==> src/rtl/cpu_defs.sv <==
// Shared fetch/decode definitions: address width, fetch FSM states, decoder opcodes.
package cpu_defs;
  localparam int ADDR_W     = 7;
  localparam int WORD_BYTES = 4;

  typedef enum logic [1:0] {
    FS_BOOT = 2'd0,
    FS_RUN  = 2'd1,
    FS_HALT = 2'd2
  } fetch_state_e;

  localparam logic [5:0] OP_J   = 6'h02;
  localparam logic [5:0] OP_BEQ = 6'h04;
endpackage

==> src/rtl/fetch_pc_unit_next_pc_calc.sv <==
// Next-PC selection for fetch: jump > branch > sequential; flags redirects that target the current PC.
// Latency: purely combinational; backpressure: none (stall is applied by the caller).
module next_pc_calc
  import cpu_defs::*;
#(
  parameter int ADDR_W = cpu_defs::ADDR_W
) (
  input  logic [ADDR_W-1:0] pc,
  input  logic [ADDR_W-1:0] pc_plus4,
  input  logic              branch_taken,
  input  logic [15:0]       branch_offset,
  input  logic              jump,
  input  logic [25:0]       jump_target,
  output logic [ADDR_W-1:0] next_pc,
  output logic              self_loop
);
  logic [ADDR_W-1:0] jump_addr;
  logic [ADDR_W-1:0] branch_addr;
  logic [ADDR_W-1:0] redirect_addr;

  // Sign bits above ADDR_W cannot affect a mod-2^ADDR_W sum, so only the low offset bits are kept.
  assign jump_addr     = {jump_target[ADDR_W-3:0], 2'b00};
  assign branch_addr   = pc_plus4 + {branch_offset[ADDR_W-3:0], 2'b00};
  assign redirect_addr = jump ? jump_addr : branch_addr;

  always_comb begin
    next_pc   = pc_plus4;
    self_loop = 1'b0;
    if (jump || branch_taken) begin
      next_pc   = redirect_addr;
      self_loop = (redirect_addr == pc);
    end
  end
endmodule

==> src/rtl/fetch_pc_unit.sv <==
// Program counter and fetch sequencer feeding instruction_memory, with boot delay, halt detect, retire count.
// Latency: redirects visible on read_addr the cycle after sampling; backpressure: stall freezes PC and count.
module fetch_pc_unit
  import cpu_defs::*;
#(
  parameter int                ADDR_W   = cpu_defs::ADDR_W,
  parameter int                CNT_W    = 16,
  parameter logic [ADDR_W-1:0] RESET_PC = '0
) (
  input  logic              clk,
  input  logic              reset,
  input  logic              stall,
  input  logic              branch_taken,
  input  logic [15:0]       branch_offset,
  input  logic              jump,
  input  logic [25:0]       jump_target,
  output logic [ADDR_W-1:0] read_addr,
  output logic [ADDR_W-1:0] pc_plus4,
  output logic              fetch_valid,
  output logic              halted,
  output logic [CNT_W-1:0]  retired_count
);
  localparam logic [ADDR_W-1:0] LAST_PC = {{(ADDR_W-2){1'b1}}, 2'b00};

  fetch_state_e      state, state_d;
  logic [ADDR_W-1:0] pc_d;
  logic [CNT_W-1:0]  cnt_d;
  logic [ADDR_W-1:0] next_pc;
  logic              self_loop;
  logic              seq_wrap;

  assign pc_plus4    = read_addr + ADDR_W'(WORD_BYTES);
  assign fetch_valid = (state == FS_RUN);
  assign halted      = (state == FS_HALT);
  assign seq_wrap    = !jump && !branch_taken && (read_addr == LAST_PC);

  next_pc_calc #(.ADDR_W(ADDR_W)) u_next_pc (
    .pc            (read_addr),
    .pc_plus4      (pc_plus4),
    .branch_taken  (branch_taken),
    .branch_offset (branch_offset),
    .jump          (jump),
    .jump_target   (jump_target),
    .next_pc       (next_pc),
    .self_loop     (self_loop)
  );

  always_ff @(posedge clk) begin
    if (reset) begin
      state         <= FS_BOOT;
      read_addr     <= RESET_PC;
      retired_count <= '0;
    end else begin
      state         <= state_d;
      read_addr     <= pc_d;
      retired_count <= cnt_d;
    end
  end

  always_comb begin
    state_d = state;
    pc_d    = read_addr;
    cnt_d   = retired_count;
    case (state)
      FS_BOOT: state_d = FS_RUN;
      FS_RUN: begin
        if (!stall) begin
          cnt_d = (retired_count == '1) ? retired_count : retired_count + CNT_W'(1);
          // The halting instruction retires, but the PC stays on it.
          if (self_loop || seq_wrap) begin
            state_d = FS_HALT;
          end else begin
            pc_d = next_pc;
          end
        end
      end
      FS_HALT: state_d = FS_HALT;
      default: state_d = FS_BOOT;
    endcase
  end
endmodule
==> config.mk <==
export PLATFORM = sky130hd
export DESIGN_NAME = fetch_pc_unit
export DESIGN_NICKNAME = d
export VERILOG_FILES = /design/src/rtl/cpu_defs.sv /design/src/rtl/fetch_pc_unit_next_pc_calc.sv /design/src/rtl/fetch_pc_unit.sv
export SDC_FILE = /design/constraint.sdc
export NUM_CORES = 1
export LEC_CHECK = 0
export CAP_MARGIN = 5
export CORE_MARGIN = 1.5
export CORE_UTILIZATION = 46
export DETAILED_ROUTE_END_ITERATION = 10
export GPL_ROUTABILITY_DRIVEN = 0
export PLACE_DENSITY = 0.86
export SKIP_CTS_REPAIR_TIMING = 1
export SLEW_MARGIN = 20
export SYNTH_ARGS = -nofsm -noshare
export SYNTH_HDL_FRONTEND = slang
export SYNTH_HIERARCHICAL = 1
export SYNTH_SLANG_ARGS = --single-unit
==> constraint.sdc <==
create_clock -name clk -period 9.2 [get_ports clk]
set_clock_uncertainty 0.2 [all_clocks]
set_input_delay 1.84 -clock clk [delete_from_list [all_inputs] [get_ports clk]]
set_output_delay 1.84 -clock clk [all_outputs]
set_load 0.1 [all_outputs]
[Word level (Yosys, flattened, before mapping)]
Cells that the tools add are included.
W data, S select, Z words.
Word-level totals
  flip-flop bits (word level): 25
  output and inout bits: 32
Cells by class
  add/subtract/negate cells: 3
  equality and inequality tests: 7
  muxes and demuxes: 6
  bitwise logic cells: 3
  reductions and logical operators: 10
Operators by type and width (number)
  $add A16 B1 Y16 const B: 1
  $eq A16 B16 Y1 const B: 1
  $mux W7: 2
  $add A7 B3 Y7 const B: 1
  $add A7 B7 Y7: 1
  $eq A7 B7 Y1: 1
  $eq A7 B7 Y1 const B: 1
  $pmux W2 S3: 1
  $reduce_and A3 Y1: 2
  $mux W2: 2
  $not A1 Y1: 3
  $eq A2 B1 Y1 const B: 1
  $eq A2 B2 Y1 const B: 1
  $logic_and A1 B1 Y1: 2
  $logic_not A1 Y1: 2
  $logic_not A2 Y1: 1
  $logic_or A1 B1 Y1: 2
  $ne A2 B1 Y1 const B: 1
  $ne A2 B2 Y1 const B: 1
  $reduce_and A2 Y1: 1
  $mux W1: 1

[Depth between registers and ports, before layout]
  word-level depth: 9
  mapped depth: 13
  mapped depth without buffers: 13

[Modules after synthesis]
Netlist, hierarchy kept.
Modules (own cells, without submodules)
  fetch_pc_unit: times used 1, cells an instance 149, area an instance 1353.8 um2
  next_pc_calc: times used 1, cells an instance 73, area an instance 523.0 um2

[Worst setup path before layout]
OpenSTA, ideal clock, no wires.
  kind: reg-to-reg
  from: register read_addr[2]
  to: register read_addr[6]
  library setup time: 128 ps
  arrival: 5157 ps
  path slack: 3715 ps
  cell stages (with the launch flop): 13
  path through: dfxtp_1 > ha_1 > xor2_1 > ha_1 > nor4b_1 > a221oi_2 > and3b_1 > o211ai_1 > a31oi_1 > or3b_1 > a31oi_4 > mux2i_1 > nor2_1
On the way
  longest elaborated chain between the ends: 8
  elaborated cells between the ends (all ways): 11
RTL lines
  start: declaration: line fetch_pc_unit.sv:17  | output logic [ADDR_W-1:0] read_addr,
  start signal: assignment: line fetch_pc_unit.sv:55  | read_addr <= pc_d;
  $add A7 B3 Y7: line fetch_pc_unit.sv:32  | assign pc_plus4 = read_addr + ADDR_W'(WORD_BYTES);
  via pc_plus4[4]: line fetch_pc_unit.sv:18  | output logic [ADDR_W-1:0] pc_plus4,
  $add A7 B7 Y7: line fetch_pc_unit_next_pc_calc.sv:23  | assign branch_addr = pc_plus4 + {branch_offset[ADDR_W-3:0], 2'b00};
  $mux W7: line fetch_pc_unit_next_pc_calc.sv:24  | assign redirect_addr = jump ? jump_addr : branch_addr;
  $eq A7 B7 Y1: line fetch_pc_unit_next_pc_calc.sv:31  | self_loop = (redirect_addr == pc);
  $mux W1: line fetch_pc_unit_next_pc_calc.sv:29  | if (jump || branch_taken) begin
  via self_loop: line fetch_pc_unit.sv:29  | logic self_loop;
  $logic_or A1 B1 Y1: line fetch_pc_unit.sv:70  | if (self_loop || seq_wrap) begin
  $not A1 Y1 (no source line)
  $reduce_and A3 Y1 (no source line)
The timed path passes the listed nets, and every way through them passes these cells.
A chain may end at the register's enable or synchronous reset.

[Final worst setup path]
  from: input port jump
  to: register read_addr[5]
On the way
  longest elaborated chain between the ends: 6
  elaborated cells between the ends (all ways): 11
RTL lines
  start: declaration: line fetch_pc_unit.sv:15  | input logic jump,
  $mux W7: line fetch_pc_unit_next_pc_calc.sv:24
  $eq A7 B7 Y1: line fetch_pc_unit_next_pc_calc.sv:31
  $mux W1 *: line fetch_pc_unit_next_pc_calc.sv:29
  via self_loop: line fetch_pc_unit.sv:29
  $logic_or A1 B1 Y1 *: line fetch_pc_unit.sv:70
  $not A1 Y1 (no source line) *
  $reduce_and A3 Y1 (no source line) *
Mark *: on every way through the listed nets, which the timed path passes. The rest lies on a longest branch.

==> run metrics <==
Placed Cells 309; n_diodes 0; final hold violation count 0; number of flops mapped to enable cells by yosys 0; Worst-Margin Slew 986 ps; first-pass GRT wire length 6970 µm; Worst Slack Setup Final 4240 ps; DIE AREA 4470 µm²; largest net degree at the start of global routing 26; area grow syn2layout 27.1%; Via density 5.77; Initial Utilization 47.3%; Seq/Total Area, Yosys 26.7%; TritonCTS clock tree built; reg2reg setup slack 5490 ps; #FFs+latches synth 25; Area contributors post-synth dfxtp_1, ha_1, mux2i_1, a21oi_1, nor2_1; DIE WIDTH 66.9 µm; netlist area before placement 1880 µm²; CTS H-tree depth 1; setup TNS 0 ps; initial antenna violation count 0; worst min-delay path class reg -> reg; FFs w/ async S/R, synth 0%; final net count 321; Max Freq 202 MHz; Worst setup EP type flop; dpl hpwl 3120 µm; Final period util 53.9%; CP startpoint kind input pin; Arr. time, crit path 4890 ps; critical path peak fanout 24; Clk Latency, worst-skew pair 270 ps; Worst-path clk slew 80 ps; Final setup viols 0; CTS Buffer Depth 2; vias in the first global route 1559; Die Y 66.9 µm; Vias 1805; GRT Overall Usage 19.6%; post-synth top area share 26.7%; post-DR wirelength/cell 13.7 µm; synthesized area per cell 8.45 µm²; core area 3970 µm²; status finished, final reports clean; fin crit period 4960 ps; Antenna Violating Nets Remaining 0; Detailed Routing Iterations Pass 1 4; share of cells above drive strength 1 5.32%; Power Density 165 nW/µm²; Mapped Cells 222; peak supply drop 0.0000838 V; RSZ-0062 raised after global routing false; FP Rows 23; Initial DRC Count 46; CP required 9130 ps; CTS Buf Count 3; ys flop type dfxtp_1; Overflow after GRT 0; Total Wirelength 4280 µm; IO Port Bufs 46; Synth Net Count 279; DRC Markers 0; Ports 79; clock sink count 25; Finished Layout Cells 313; slew margin rel. 34.1%; Yosys cell types 60; layout filler cell count 364; cell taking the most area after synthesis dfxtp_1; DP Worst Slack 3960 ps; warnings from Yosys 6; Setup CP Type in -> reg; LEAKAGE 0.868 nW; final core occ 60.1%; worst hold slack 307 ps; Max Slew Vio Count 0; clock root cell clkbuf_8; Max-Cap Viols 0
cell usage in the layout, fill, tap and decap left out, types with 2 or more instances in the layout:
cell type and instances:
ha_1 9, nor2b_1 6, xnor2_1 2, clkbuf_8 3, a31oi_1 4, nand2b_1 2
inv_1 12, and4_1 4, o211ai_1 2, and3_1 4, xor2_1 6, a21oi_1 16
nor2_1 15, or4_1 7, or3_1 5, mux2i_1 11, nand3_1 6, o21ai_0 9
nor3b_1 4, dfxtp_1 25, nand3_2 2, clkdlybuf4s50_1 46, nand2_1 11, o21ai_1 4
a21boi_0 2, nand4_1 2, and4b_1 2, nor3_1 6, o31ai_1 6
cells in the mapped netlist, types with 3 or more instances:
cell / number
dfxtp_1: 25
a21oi_1: 16
nor2_1: 15
inv_1: 12
mux2i_1: 11
nand2_1: 11
ha_1: 9
o21ai_0: 9
or4_1: 7
nand3_1: 6
nor2b_1: 6
nor3_1: 6
o31ai_1: 6
xor2_1: 6
or3_1: 5
a31oi_1: 4
and3_1: 4
and4_1: 4
nor3b_1: 4
o21ai_1: 4
clkbuf_1: 3
layer usage:
| layer | global-route usage (%) | up-vias | wire [µm] |
|---|---|---|---|
| li1 | - | 912 | - |
| met1 | 25.9 | 855 | 2020 |
| met2 | 34.6 | 35 | 2120 |
| met3 | 3.04 | 3 | 129 |
| met4 | 2.30 | 0 | 12 |
| met5 | 0 | - | 0 |
power by group:
| part | switching (mW) | internal (mW) | total [mW] |
|---|---|---|---|
| registers | 0.00881 | 0.116 | 0.125 |
| logic | 0.141 | 0.0638 | 0.205 |
| clock network | 0.0338 | 0.0310 | 0.0648 |
| total | 0.183 | 0.211 | 0.394 |
flip-flops by register name, indices dropped and copies added (netlist names):
register	flops
read_addr	7
state	2
retired_count	16
worst max-delay path: stages:
cell             delay [ps]
clkdlybuf4s50_1         970
nand2b_1                210
and3_1                  250
o2111ai_1               200
a21boi_0                220
a31oi_1                 130
or3b_1                  430
a31oi_4                 340
mux2i_1                 240
nor2_1                   50
path summary, 6_finish.rpt:
path                                    endpoint              from  cells past startpoint
worst min register to register  retired_count[1]  retired_count[1]                      2
worst min-delay path            retired_count[1]  retired_count[1]                      2
worst max register to register      read_addr[5]      read_addr[2]                     12
worst max-delay path                read_addr[5]              jump                     10
layout make-up:
class / instances / area [µm²] / share of cell area (%)
clock buffers: 4 / 45.0 / 1.89
multi-input cells: 176 / 1270 / 53.3
flip-flops and latches: 25 / 500 / 21.0
well taps: 50 / 62.6 / 2.62
inverters: 12 / 45.0 / 1.89
repair buffers: 46 / 460 / 19.3
per-stage QoR:
step                power, mW  instance area [µm²]
CTS                     0.396                 2390
detailed placement      0.331                 2340
finish                  0.394                 2390
global route            0.414                 2390
global placement        0.326                 2340
floorplan               0.288                 1880
cells by family after synthesis:
group,count (synthesis),share of synthesized area [%]
AO/OA/AOI/OAI,55,19.9
XOR/XNOR,8,3.73
adder cells (fa/ha/maj),10,7.07
buffers and inverters,21,5.53
flip-flops,25,26.7
multiplexers,12,6.47
AND/OR/NAND/NOR,91,30.6
(Power assumes the default switching activity.)
